===== config.mk =====
export PLATFORM = sky130hd
export DESIGN_NAME = msk_tof_driver
export DESIGN_NICKNAME = d
export VERILOG_FILES = /design/src/rtl/msk_tof_driver_pkg.sv /design/src/rtl/msk_prng64.sv /design/src/rtl/msk_tof_driver.sv
export SDC_FILE = /design/constraint.sdc
export NUM_CORES = 1
export LEC_CHECK = 0
export CAP_MARGIN = 25
export CORE_ASPECT_RATIO = 1.75
export CORE_MARGIN = 1
export CORE_UTILIZATION = 45
export DETAILED_ROUTE_END_ITERATION = 8
export PLACE_DENSITY = 0.77
export SLEW_MARGIN = 0
export SYNTH_ARGS = -nofsm -noshare
export SYNTH_HDL_FRONTEND = slang
export SYNTH_SLANG_ARGS = --single-unit

===== constraint.sdc =====
create_clock -name clk_i -period 2.41 [get_ports clk_i]
set_input_delay 0.482 -clock clk_i [delete_from_list [all_inputs] [get_ports clk_i]]
set_output_delay 0.482 -clock clk_i [all_outputs]
set_load 0.05 [all_outputs]

===== src/rtl/msk_tof_driver_pkg.sv =====
// Shared types and constants for the masked Toffoli gadget driver.
// Width helpers are functions of the share count so every file derives them the same way.
package msk_tof_driver_pkg;

  typedef enum logic [2:0] {
    ST_UNSEEDED = 3'd0,
    ST_IDLE     = 3'd1,
    ST_ISSUE    = 3'd2,
    ST_WAIT     = 3'd3,
    ST_HOLD     = 3'd4
  } state_e;

  localparam logic [63:0] PRNG_ZERO_SEED = 64'h0123_4567_89AB_CDEF;

  localparam int XS_SHL_A = 13;
  localparam int XS_SHR   = 7;
  localparam int XS_SHL_B = 17;

  function automatic int mask_width(input int d);
    return d - 1;
  endfunction

  function automatic int rnd_width(input int d);
    return d * (d - 1);
  endfunction

endpackage


===== src/rtl/msk_prng64.sv =====
// 64-bit xorshift generator: seed load takes priority over the advance strobe.
// An all-zero seed would lock xorshift at zero, so it is replaced by a fixed constant.
module msk_prng64
  import msk_tof_driver_pkg::*;
(
  input  logic        clk_i,
  input  logic        rst_n_i,
  input  logic        load_i,
  input  logic [63:0] seed_i,
  input  logic        step_i,
  output logic [63:0] state_o
);

  logic [63:0] state_q, state_d;
  logic [63:0] xs_1, xs_2, xs_3;

  always_comb begin
    xs_1    = state_q ^ (state_q << XS_SHL_A);
    xs_2    = xs_1 ^ (xs_1 >> XS_SHR);
    xs_3    = xs_2 ^ (xs_2 << XS_SHL_B);
    state_d = state_q;
    if (load_i) begin
      state_d = (seed_i == 64'd0) ? PRNG_ZERO_SEED : seed_i;
    end else if (step_i) begin
      state_d = xs_3;
    end
  end

  always_ff @(posedge clk_i) begin
    if (!rst_n_i) begin
      state_q <= 64'd0;
    end else begin
      state_q <= state_d;
    end
  end

  assign state_o = state_q;

endmodule


===== src/rtl/msk_tof_driver.sv =====
// Encodes plain a/b/c into D-share sharings, sequences the HPC3 Toffoli gadget's
// two-cycle input timing, then captures and decodes its output sharing.
//
//   state    | meaning
//   UNSEEDED | PRNG not loaded, inputs refused
//   IDLE     | ready for operands, seed may be reloaded
//   ISSUE    | gadget cycle 0: shares and randomness driven
//   WAIT     | gadget cycle 1: a-sharing re-driven, output captured at end
//   HOLD     | decoded result presented until out_ready
module msk_tof_driver
  import msk_tof_driver_pkg::*;
#(
  parameter int D = 2
) (
  input  logic                 clk_i,
  input  logic                 rst_n_i,
  input  logic                 seed_valid_i,
  input  logic [63:0]          seed_i,
  input  logic                 in_valid_i,
  output logic                 in_ready_o,
  input  logic                 in_a_i,
  input  logic                 in_b_i,
  input  logic                 in_c_i,
  output logic [D-1:0]         g_ina_o,
  output logic [D-1:0]         g_inb_o,
  output logic [D-1:0]         g_inc_o,
  output logic [D-1:0]         g_ina_prev_o,
  output logic [D*(D-1)-1:0]   g_rnd_o,
  input  logic [D-1:0]         g_out_i,
  output logic                 out_valid_o,
  input  logic                 out_ready_i,
  output logic                 out_y_o,
  output logic [D-1:0]         out_shares_o
);

  localparam int MW   = mask_width(D);
  localparam int RND  = rnd_width(D);
  localparam int USED = 3 * MW + RND;

  state_e state_q, state_d;

  logic [63:0]    prng_state;
  logic           accept;
  logic           seed_load;
  logic [D-1:0]   sha_q, sha_d, shb_q, shb_d, shc_q, shc_d;
  logic [RND-1:0] rnd_q, rnd_d;
  logic [D-1:0]   out_shares_q;
  logic           out_y_q;
  logic [63-USED:0] unused_prng;

  function automatic logic [D-1:0] encode(input logic x, input logic [MW-1:0] m);
    return {x ^ (^m), m};
  endfunction

  assign in_ready_o = (state_q == ST_IDLE) && !seed_valid_i;
  assign accept     = in_ready_o && in_valid_i;
  assign seed_load  = seed_valid_i && ((state_q == ST_UNSEEDED) || (state_q == ST_IDLE));

  msk_prng64 u_prng (
    .clk_i   (clk_i),
    .rst_n_i (rst_n_i),
    .load_i  (seed_load),
    .seed_i  (seed_i),
    .step_i  (accept),
    .state_o (prng_state)
  );

  assign unused_prng = prng_state[63:USED];

  always_comb begin
    state_d = state_q;
    unique case (state_q)
      ST_UNSEEDED: if (seed_valid_i) state_d = ST_IDLE;
      ST_IDLE:     if (accept) state_d = ST_ISSUE;
      ST_ISSUE:    state_d = ST_WAIT;
      ST_WAIT:     state_d = ST_HOLD;
      ST_HOLD:     if (out_ready_i) state_d = ST_IDLE;
      default:     state_d = ST_UNSEEDED;
    endcase
  end

  // Masks come from the pre-advance PRNG state; the advance happens on the same edge.
  always_comb begin
    sha_d = sha_q;
    shb_d = shb_q;
    shc_d = shc_q;
    rnd_d = rnd_q;
    if (accept) begin
      sha_d = encode(in_a_i, prng_state[0 +: MW]);
      shb_d = encode(in_b_i, prng_state[MW +: MW]);
      shc_d = encode(in_c_i, prng_state[2*MW +: MW]);
      rnd_d = prng_state[3*MW +: RND];
    end
  end

  always_ff @(posedge clk_i) begin
    if (!rst_n_i) begin
      state_q      <= ST_UNSEEDED;
      sha_q        <= '0;
      shb_q        <= '0;
      shc_q        <= '0;
      rnd_q        <= '0;
      out_shares_q <= '0;
      out_y_q      <= 1'b0;
    end else begin
      state_q <= state_d;
      sha_q   <= sha_d;
      shb_q   <= shb_d;
      shc_q   <= shc_d;
      rnd_q   <= rnd_d;
      if (state_q == ST_WAIT) begin
        out_shares_q <= g_out_i;
        out_y_q      <= ^g_out_i;
      end
    end
  end

  // Shares reach the gadget only in their own cycle so stale sharings never recombine.
  always_comb begin
    g_ina_o      = '0;
    g_inb_o      = '0;
    g_inc_o      = '0;
    g_rnd_o      = '0;
    g_ina_prev_o = '0;
    if (state_q == ST_ISSUE) begin
      g_ina_o = sha_q;
      g_inb_o = shb_q;
      g_inc_o = shc_q;
      g_rnd_o = rnd_q;
    end
    if (state_q == ST_WAIT) begin
      g_ina_prev_o = sha_q;
    end
  end

  assign out_valid_o  = (state_q == ST_HOLD);
  assign out_y_o      = out_y_q;
  assign out_shares_o = out_shares_q;

endmodule


Word level (Yosys, flattened, before mapping) --
Index checks and enable logic that the tools add are counted.
Storage, ports and cells: output and inout port bits 15, register bits 78
Operators by class: bitwise logic cells 6, reduce and logical (&&, ||, !) cells 10, equal/unequal tests 7, multiplexer cells 12
Operator list (count):
- 64-bit two-way mux | 3
- 64-bit bitwise XOR | 2
- 64-bit logical NOT | 1
- 64-bit by 57-bit bitwise XOR with 64-bit output | 1
- 3-bit case mux with 5 select lines | 1
- 2-bit two-way mux | 5
- 3-bit two-way mux | 3
- 3-bit by 2-bit == test with 1-bit output (second input constant) | 2
- 2-bit inequality test (second input constant) | 2
- 3-bit by 1-bit == test with 1-bit output (second input constant) | 1
- 3-bit == test (second input constant) | 1
- 1-bit logical AND | 3
- 3-bit logical NOT | 1
- 3-bit AND reduction | 1
- 1-bit bitwise XOR | 3
- 2-bit by 1-bit inequality test with 1-bit output (second input constant) | 1
- 2-bit nonzero test | 1
- 2-bit XOR reduction | 1
- 1-bit logical NOT | 1
- 1-bit logical OR | 1

Logic depth before layout (Yosys ltp) --
word-level depth 5, gate-level depth with buffers 8

Cells and area by module --
From an unflattened synthesis, not the netlist that was laid out.
Second synthesis, totals: cell total of the unflattened synthesis 600, area total of the unflattened synthesis 5491.5 um^2
Modules (own cells, without submodules):
- msk_prng64 | cells each 525, times used 1, sequential area each 1281.2 um^2, area an instance 4775.8 um^2
- msk_tof_driver | cells each 75, times used 1, sequential area each 280.3 um^2, area an instance 715.7 um^2

Least setup slack after synthesis --
Ideal clock, no wire load.
path kind reg-to-output, start point register state_q[0], end point output out_valid_o, buffers on the path 1, arrival time 1.642 ns, data required time 1.928 ns, path slack 0.286 ns, stages on the path, launching flop included 3, cell sequence dfxtp_1 > buf_2 > nor3b_1
Between the ends: longest elaborated chain between the ends 1
Ends and longest elaborated chain:
- from (decl) | RTL line msk_tof_driver.sv:40 | state_e state_q, state_d;
- from (signal assigned) | RTL line msk_tof_driver.sv:106 | state_q <= state_d;
- 3-bit == test | RTL line msk_tof_driver.sv:136 | assign out_valid_o = (state_q == ST_HOLD);
- to (decl) | RTL line msk_tof_driver.sv:30 | output logic out_valid_o,
Every way passes these cells.

Worst setup path after layout --
start point input seed_i[2], end point register u_prng.state_q[15] (netlist: u_prng.state_o[15])
Between the ends: longest elaborated chain between the ends 3
Ends and longest elaborated chain:
- from (decl) | RTL line msk_tof_driver.sv:18 | input logic [63:0] seed_i,
- 64-bit logical NOT | RTL line msk_prng64.sv:23 | state_d = (seed_i == 64'd0) ? PRNG_ZERO_SEED : seed_i;
- 64-bit two-way mux | RTL line msk_prng64.sv:23
- 64-bit two-way mux | RTL line msk_prng64.sv:22 | if (load_i) begin
- to (signal assigned) | RTL line msk_prng64.sv:33 | state_q <= state_d;
- to (decl) | RTL line msk_prng64.sv:14 | logic [63:0] state_q, state_d;
Every way passes these cells. A chain may end at the register's enable or synchronous reset.

==> impl_metrics.tcl <==
set metrics [dict create \
    placedInstanceArea_sq_mm 0.00688 \
    ys_seq_elements 78 \
    clockBufferDepth 2 \
    fp.dieW_um 85.5 \
    synthesis.nets 683 \
    violations "negative setup slack" \
    synthDistinctLibCells 52 \
    postRouteAntennaNets 0 \
    met1_usage_pct 31.9 \
    fillCellCount 996 \
    design_area_sq_mm 0.00720 \
    tns_ns -0.0794 \
    drive_gt1_share_pct 15.8 \
    crit_path_end "u_prng.state_o[15]" \
    postCtsSetupRepairBufs 0 \
    min_period_ns 2.49 \
    wire_per_inst_um 21.1 \
    reg2reg_to "u_prng.state_o[15]" \
    area_delta_synth_final_pct 31.2 \
    via_count 5279 \
    finalHoldViolations 0 \
    cts-resized-gates 0 \
    grt_pass1_wl_mm 28.0 \
    crit_path_end_kind "register" \
    synth_top_cell_area_share_pct 28.4 \
    fin_ws_ns -0.0794 \
    multi_input_area_sq_mm 0.00362 \
    maxSlewViolCount 0 \
    syn_area_per_cell_sq_um 9.02 \
    slew_headroom_pct 65.3 \
    crit_buf_inv 2 \
    final_min_period_over_clock_period_pct 103 \
    crit_required_ns 2.60 \
    nets 789 \
    cts_hold_buf 0 \
    synth-edff-count 0 \
    finClkSkew_ns 0.00678 \
    critPathLaunchType "input port" \
    grtUsageTotal_pct 28.9 \
    drt_iter0_drc 330 \
    worst_slew_pin_slew_ns 0.517 \
    netlist_top_cells_area "dfxtp_1 28%, xnor2_1 19%, xnor3_1 5.7%" \
    r2r_start "state_q[2]" \
    cts_tree "yes" \
    io_buffers 88 \
    hold_path_class "register to register" \
    path_max_fanout 7 \
    ys_warn_count 0 \
    drt-total-wl_mm 18.1 \
    rsz0062_at_grt "no" \
    start_util_pct 46.0 \
    cts_htree_levels 3 \
    powerDensity_mw_per_mm2 811 \
    cpMostUsedCell "nor4_2" \
    ys_seq_area_share_pct 28.4 \
    die_y_um 148 \
    grt_util_met3_pct 4.94 \
    netlist_instances 609 \
    antenna_found_initial 0 \
    critical-path-top-delay-family "simple AND/OR/NAND/NOR gates" \
    fmax_mhz 402 \
    seq_area_sq_mm 0.00156 \
    syn_area_sq_mm 0.00549 \
    synth.largest_area_cell "dfxtp_1" \
    synthTopCellsByCount "119 x xnor2_1, 78 x dfxtp_1, 43 x a21oi_1" \
    numClockSinks 78 \
    cts.clk_slew.worst_paths_ns 0.06 \
    coreArea_sq_mm 0.0119 \
    vias_per_cell 6.16 \
    clock_latency_ns 0.34 \
    dr.pass1.iters 4 \
    grt-busiest-layer "met2" \
    synthArstFlopShare_pct 0 \
    worstRegToRegCells 5 \
    hpwl_mm 13.6 \
    antennaDiodeCount 0 \
    cts_root_buf "clkbuf_16" \
    floorplan.rows 53 \
    grt_pass1_vias 5284 \
    grt_start_max_net_pins 52 \
    cpMaxStageDelayCell "clkdlybuf4s50_1" \
    r2r_slack_ns 0.30 \
    cp.depth 7 \
    cp.arrival_ns 2.68 \
    final_cells 857 \
    critical_path_class "input port to register" \
    maxCapViolCount 0 \
    overflow 0 \
    drc_errors 0 \
    setup_viol 1 \
    dp.cells 841 \
    ioPinCount 89 \
    met2_usage_pct 49.4 \
    peakVddDrop_v 0.000405 \
    cts_buffers 9 \
    gp_congestion 0.967 \
    yosysMostFrequentCell "xnor2_1" \
    max_stage_delay_ns 0.48 \
    crit_chain "clkdlybuf4s50_1, nor4_2, nand4_1, nor4_2, buf_4, nor3_1, a2111oi_0" \
    critPathLaunch "seed_i[2]" \
    die_area_sq_mm 0.0127 \
    leakage_nw 2.82 \
    preCtsSetupSlack_ns -0.361 \
    status "finished with violations" \
    ys.flop_type "dfxtp_1" \
]
-- layer usage --
metal / vias up / share of wire [%]
met5: - / 0
met4: 0 / 7.5
met3: 73 / 7.1
met2: 304 / 49
met1: 2515 / 37
li1: 2387 / -
-- cells by family (layout without fill, tap and decap cells) --
kind of cell	count (synthesis)	count (layout)	synth area share [%]
XOR/XNOR	172	172	32.6
buffers and inverters	70	181	5.88
flip-flops	78	78	28.4
multiplexers	5	5	0.912
AO/OA/AOI/OAI	153	153	19.8
AND/OR/NAND/NOR	131	131	12.4
-- area by class of cell --
cell class                 count  share of cell area (%)
clock buffer                  12                    3.42
sequential                    78                    21.7
multi-input combinational    461                    50.2
inverter                       9                   0.538
tap                          137                    2.38
timing repair buffer         156                    20.8
clock inverter                 4                   0.973
-- per-stage QoR --
stage               hold slack [ns]  util [%]  total power (W)
global route                  0.487      60.4          0.00609
detailed placement            0.450      57.7          0.00432
floorplan                     0.432         -          0.00362
finish                        0.461      60.4          0.00584
CTS                           0.458      60.3          0.00581
global placement              0.441      57.7          0.00426
-- flip-flops by register name, indices dropped and copies added, names as in the netlist --
signal and count:
rnd_q 2, out_shares_o 2, u_prng.state_o 64, out_y_o 1, state_q 3, sha_q 2, shc_q 2, shb_q 2
-- power by group --
part           leakage, nW  internal, W  switching, W
Clock                0.157     0.000932      0.000534
Sequential           0.646      0.00145      0.000263
Combinational         2.02      0.00140       0.00127
Total                 2.82      0.00378       0.00206
-- worst reg2reg max path, stage by stage, from the launching register on --
cell       delay [ns]
dfxtp_1          0.40
or4b_4           0.64
o21ai_4          0.17
buf_12           0.17
a21oi_1          0.10
a2111oi_0        0.48
-- cells in the final DEF, fill, tap and decap left out, drive strengths merged, types with 5 or more instances in the layout --
cell type        n
o32ai            7
mux2i            5
or3              6
xnor3           14
o221a            5
xor2            34
a21oi           43
xor3             5
nor2            36
nand2           24
o21ai           29
clkdlybuf4s50   76
o21a             9
nor4            18
inv              7
buf             80
o221ai          16
nor3            20
o211a           11
xnor2          119
a311oi           7
dfxtp           78
a211oi          10
clkbuf          12
and3             9
-- worst min path at each step --
| stage | startpoint | endpoint | slack (ns) | depth (start not counted) |
|---|---|---|---|---|
| after global routing | rnd_q[1] | rnd_q[1] | 0.49 | 2 |
| after floorplan | rnd_q[0] | rnd_q[0] | 0.43 | 2 |
| after CTS | rnd_q[1] | rnd_q[1] | 0.46 | 2 |
| after detailed placement | rnd_q[1] | rnd_q[1] | 0.45 | 2 |
| after global placement | shc_q[0] | shc_q[0] | 0.44 | 2 |
| final | rnd_q[1] | rnd_q[1] | 0.46 | 2 |
Note: power is estimated with default switching activity, not from simulation.
